[src/rtl/if_stage.sv]
// Fetch stage: PC register, next-PC selection, instruction-memory request and IF/ID register.
// Optional performance counters are enabled with `define IF_PERF_CNT_EN.
module if_stage #(
    parameter logic [31:0] RESET_PC  = 32'h0000_0000,
    parameter logic [31:0] NOP_INSTR = 32'h0000_0000
) (
    input  logic        clk,
    input  logic        rst_n,
    input  logic        stall_i,
    input  logic        pc_src_i,
    input  logic        if_flush_i,
    input  logic        jump_i,
    input  logic        jump_r_i,
    input  logic [31:0] branch_target_i,
    input  logic [31:0] jr_target_i,
    input  logic [31:0] imem_rdata,
    input  logic        imem_ready,
    output logic [31:0] imem_addr,
    output logic [31:0] ifid_instr_o,
    output logic [31:0] ifid_pc4_o,
    output logic        ifid_valid_o
`ifdef IF_PERF_CNT_EN
    ,
    output logic [31:0] fetch_cnt_o,
    output logic [31:0] bubble_cnt_o
`endif
);

    localparam int unsigned XLEN = 32;

    logic [XLEN-1:0] r_pc;
    logic [XLEN-1:0] r_ifid_instr;
    logic [XLEN-1:0] r_ifid_pc4;
    logic            r_ifid_valid;

    logic [XLEN-1:0] w_pc4;
    logic [XLEN-1:0] w_jump_target;
    logic [XLEN-1:0] w_jr_target;
    logic [XLEN-1:0] w_target;
    logic            w_redirect;
    logic [XLEN-1:0] w_pc_nxt;
    logic            w_ifid_we;
    logic [XLEN-1:0] w_instr_nxt;
    logic [XLEN-1:0] w_pc4_nxt;
    logic            w_valid_nxt;

    assign w_pc4         = r_pc + XLEN'(4);
    assign w_jump_target = {r_ifid_pc4[31:28], r_ifid_instr[25:0], 2'b00};
    assign w_jr_target   = jr_target_i & ~XLEN'(3);
    assign w_redirect    = pc_src_i | jump_i | jump_r_i;

    // Register-indirect jumps take precedence over direct jumps, which beat branches
    always_comb begin
        w_target = branch_target_i;
        if (jump_r_i) begin
            w_target = w_jr_target;
        end else if (jump_i) begin
            w_target = w_jump_target;
        end
    end

    // Next PC and IF/ID load; a stall freezes everything and drops redirects until ID re-asserts
    always_comb begin
        w_pc_nxt    = r_pc;
        w_ifid_we   = 1'b0;
        w_instr_nxt = NOP_INSTR;
        w_pc4_nxt   = '0;
        w_valid_nxt = 1'b0;
        if (!stall_i) begin
            w_ifid_we = 1'b1;
            if (w_redirect) begin
                w_pc_nxt = w_target;
                if (!if_flush_i && imem_ready) begin
                    w_instr_nxt = imem_rdata;
                    w_pc4_nxt   = w_pc4;
                    w_valid_nxt = 1'b1;
                end
            end else if (if_flush_i) begin
                w_pc_nxt = w_pc4;
            end else if (imem_ready) begin
                w_pc_nxt    = w_pc4;
                w_instr_nxt = imem_rdata;
                w_pc4_nxt   = w_pc4;
                w_valid_nxt = 1'b1;
            end
        end
    end

    always_ff @(posedge clk or negedge rst_n) begin
        if (!rst_n) begin
            r_pc         <= RESET_PC;
            r_ifid_instr <= NOP_INSTR;
            r_ifid_pc4   <= '0;
            r_ifid_valid <= 1'b0;
        end else begin
            r_pc <= w_pc_nxt;
            if (w_ifid_we) begin
                r_ifid_instr <= w_instr_nxt;
                r_ifid_pc4   <= w_pc4_nxt;
                r_ifid_valid <= w_valid_nxt;
            end
        end
    end

`ifdef IF_PERF_CNT_EN
    logic [XLEN-1:0] r_fetch_cnt;
    logic [XLEN-1:0] r_bubble_cnt;

    // Every non-stall edge loads IF/ID with either a real instruction or a bubble
    always_ff @(posedge clk or negedge rst_n) begin
        if (!rst_n) begin
            r_fetch_cnt  <= '0;
            r_bubble_cnt <= '0;
        end else if (w_ifid_we) begin
            if (w_valid_nxt) begin
                r_fetch_cnt <= r_fetch_cnt + XLEN'(1);
            end else begin
                r_bubble_cnt <= r_bubble_cnt + XLEN'(1);
            end
        end
    end

    assign fetch_cnt_o  = r_fetch_cnt;
    assign bubble_cnt_o = r_bubble_cnt;
`endif

    assign imem_addr    = r_pc;
    assign ifid_instr_o = r_ifid_instr;
    assign ifid_pc4_o   = r_ifid_pc4;
    assign ifid_valid_o = r_ifid_valid;

endmodule

[config.mk]
export PLATFORM = sky130hd
export DESIGN_NAME = if_stage
export DESIGN_NICKNAME = d
export VERILOG_FILES = /design/src/rtl/if_stage.sv
export SDC_FILE = /design/constraint.sdc
export NUM_CORES = 1
export LEC_CHECK = 0
export ABC_AREA = 1
export CAP_MARGIN = 20
export CORE_ASPECT_RATIO = 0.6
export CORE_MARGIN = 2
export CORE_UTILIZATION = 45
export DETAILED_ROUTE_END_ITERATION = 6
export HOLD_SLACK_MARGIN = 0.12
export PLACE_DENSITY = 0.81
export SLEW_MARGIN = 5
export SYNTH_ARGS = -nofsm -noshare
export SYNTH_HDL_FRONTEND = slang
export SYNTH_SLANG_ARGS = --single-unit
[constraint.sdc]
create_clock -name clk -period 1.62 [get_ports clk]
set_input_delay 0.324 -clock clk [delete_from_list [all_inputs] [get_ports clk]]
set_output_delay 0.324 -clock clk [all_outputs]
set_load 0.05 [all_outputs]
==> results.txt <==
Reg2reg start - imem_addr[2]
Mapped Cells - 747
Violated checks - negative setup slack
WL final - 20,700 µm
Core area - 0.0115 mm²
# diodes - 0
TritonCTS Buffers - 9
Residual DRC count - 0
Most common cell after layout, fill and taps aside - nand2_1
Vias in the first global route - 5,812
Worst setup EP type - flip-flop
Clk sinks - 97
Hold WC Path Type - in2async
Netlist cell types - 27
Worst-path clk slew - 70 ps
GRT met3 Usage - 8.92%
Slew HR - 63.0%
Reg2reg path depth - 10
Final period utilization - 101%
Die W - 145 µm
H-Tree Depth - 3
Share of the synthesized area in the top cell type - 45.0%
Pin count of the biggest net entering global routing - 49
Startpoint types - flip-flop
Syn Nets - 852
Met1 GRT Util - 43.9%
PD cells - 886 mW/mm²
DRT iter0 DRCs - 723
Yosys top cell by area - dfrtp_1
Die Height - 88.8 µm
Via count - 6,321
CTS Root Cell - clkbuf_16
Ys Warns - 0
Clk Latency, worst-skew pair - 350 ps
Most Crowded Layer GR - met2
Area Overhead vs Synth - 66.7%
GP Congestion - 1.01
# setup viols final - 2
Post-synthesis sequential area ratio - 45.0%
Clk_skew - 9.11 ps
PortBufs - 198
Maximum VDD drop - 0.578 mV
Worst setup margin - -19.9 ps
Req. time, crit path - 1900 ps
Crit path from - imem_addr[2]
Setup CP Type - reg2reg
Longest Clk Path Bufs - 2
Final hold viol count - 0
Hpwl dp - 15,100 µm
Net count, final - 1,097
First-pass GRT wire length - 31,200 µm
Antenna Nets Post-Route - 0
Via density - 5.46
Yosys reg bits - 97
RSZ-0062 raised after global routing - true
Die area - 0.0129 mm²
Arrival time worst endpoint - 1920 ps
TritonCTS clock tree - built
Run status - finished, violations left
Cells after DPL - 1,127
Most frequent cells in the layout - nand2_1 (293), buf_4 (99), clkdlybuf4s50_1 (98)
Pre-CTS WS - -320 ps
Flop2flop setup slack - -20 ps
Reg2reg end - ifid_pc4_o[14]
Fraction of layout cells with a size suffix above 1 - 26.3%
Actual slew at the worst max-slew pin - 554 ps
Max FO, Critical Path - 5
Mapped Area - 0.00540 mm²
Utilization after layout - 78.3%
Starting density of the core - 47.0%
Max Fclk - 0.610 GHz
Routed len/inst - 17.9 µm
Initial DRT Pass Iterations - 5
# IOs - 201
Min cycle time layout - 1640 ps
Total GRT Usage - 31.0%
Top cells by area, synth - dfrtp_1 (45%), nand2_1 (21%), nand3_1 (4.4%), o21ai_0 (4.2%), inv_1 (3.4%)
Initial antenna violation count - 0
Grt met2 use - 48.0%
Max_cap viols - 0
Mapped Avg Cell Area - 7.23 µm²
Post-route insts no fill - 1,157
Lkg Pwr - 4.24 nW
Congestion Overflow GR - 0
Row count - 30
Max Slew Vio Count - 0
## cells by family (layout without fill, tap and decap cells)
family / count (synthesis) / after routing / synth area share [%]
AOI/OAI and AO/OA: 136 / 136 / 15.0
xor gates and xnor gates: 7 / 7 / 1.14
adders and majority gates: 1 / 1 / 0.232
buffers and inverters: 93 / 343 / 7.33
DFF: 97 / 97 / 45.0
and+or+nand+nor: 413 / 413 / 31.3
## critical path, stage by stage, from the launching register on
cell and delay [ps]:
dfrtp_2 430, ha_4 170, nand2_4 50, nor2_4 150, nand2_4 100, nor2_4 220, nand2_1 100, nand2_1 120
buf_4 130, nand2_1 40, nand2_1 50
## stage by stage
step                      instance area, µm²  hold slack (ps)  TNS (ps)  total power (W)
final                                   9000              456     -21.8          0.00798
after global routing                    9000              483      -737          0.00826
after CTS                               8710              465     -26.1          0.00783
after detailed placement                8410              279     -8040          0.00575
after global placement                  8410              272     -6700          0.00571
after floorplan                         5420             28.4         0          0.00419
## report_power, final
| part | total, W | switching, W | leakage [nW] | internal [W] |
|---|---|---|---|---|
| Clock | 0.00208 | 0.000993 | 0.135 | 0.00109 |
| Sequential | 0.00288 | 0.000251 | 1.26 | 0.00263 |
| Combinational | 0.00301 | 0.00168 | 2.84 | 0.00134 |
| Total | 0.00798 | 0.00292 | 4.24 | 0.00506 |
## Yosys cell counts, drive strengths merged
library cell  number
nand2            313
nand3             47
dfrtp             97
xor2               2
a22o              20
nand3b             4
nand4              1
a21oi             29
ha                 1
inv               56
nor2              47
nor3               1
o211ai            19
xnor2              5
clkbuf            11
a31oi              5
o21ai             63
buf               26
## how the worst max path moves through the flow
stage | end | cells after the start | slack [ps]
floorplan | ifid_pc4_o[28] | 10 | 5
global placement | imem_addr[25] | 9 | -290
detailed placement | imem_addr[24] | 9 | -320
CTS | imem_addr[19] | 10 | -30
global route | imem_addr[8] | 8 | -70
finish | ifid_pc4_o[14] | 10 | -20
## timing repair
| action | in CTS | in global routing |
|---|---|---|
| endpoints found under the hold margin | 26 | 0 |
| resized for setup | 2 | 55 |
| cloned | 0 | 1 |
| hold buffers | 1 | 0 |
| pin swaps | 1 | 19 |
| endpoints found under the setup margin | 18 | 45 |
| setup buffers | 0 | 12 |
## final cells by class
cell class | instances | area (µm²)
Timing Repair Buffer | 270 | 3100
Clock buffer | 10 | 239
Clock inverter | 6 | 42.5
Fill cell | 802 | 2490
Sequential cell | 97 | 2440
Multi-Input combinational cell | 557 | 2750
Inverter | 56 | 214
Tap cell | 160 | 200
Timing Repair inverter | 1 | 7.51
## sequential cells by signal (all words and copies together) (netlist names)
register / flops
ifid_instr_o: 32
ifid_pc4_o: 32
imem_addr: 32
ifid_valid_o: 1
## routing by layer
metal / vias up / part of all wire (%)
li1: 2906 / -
met1: 2967 / 42
met2: 414 / 44
met3: 34 / 12
met4: 0 / 1.9
met5: - / 0
Power figures use the tool's default switching activity.
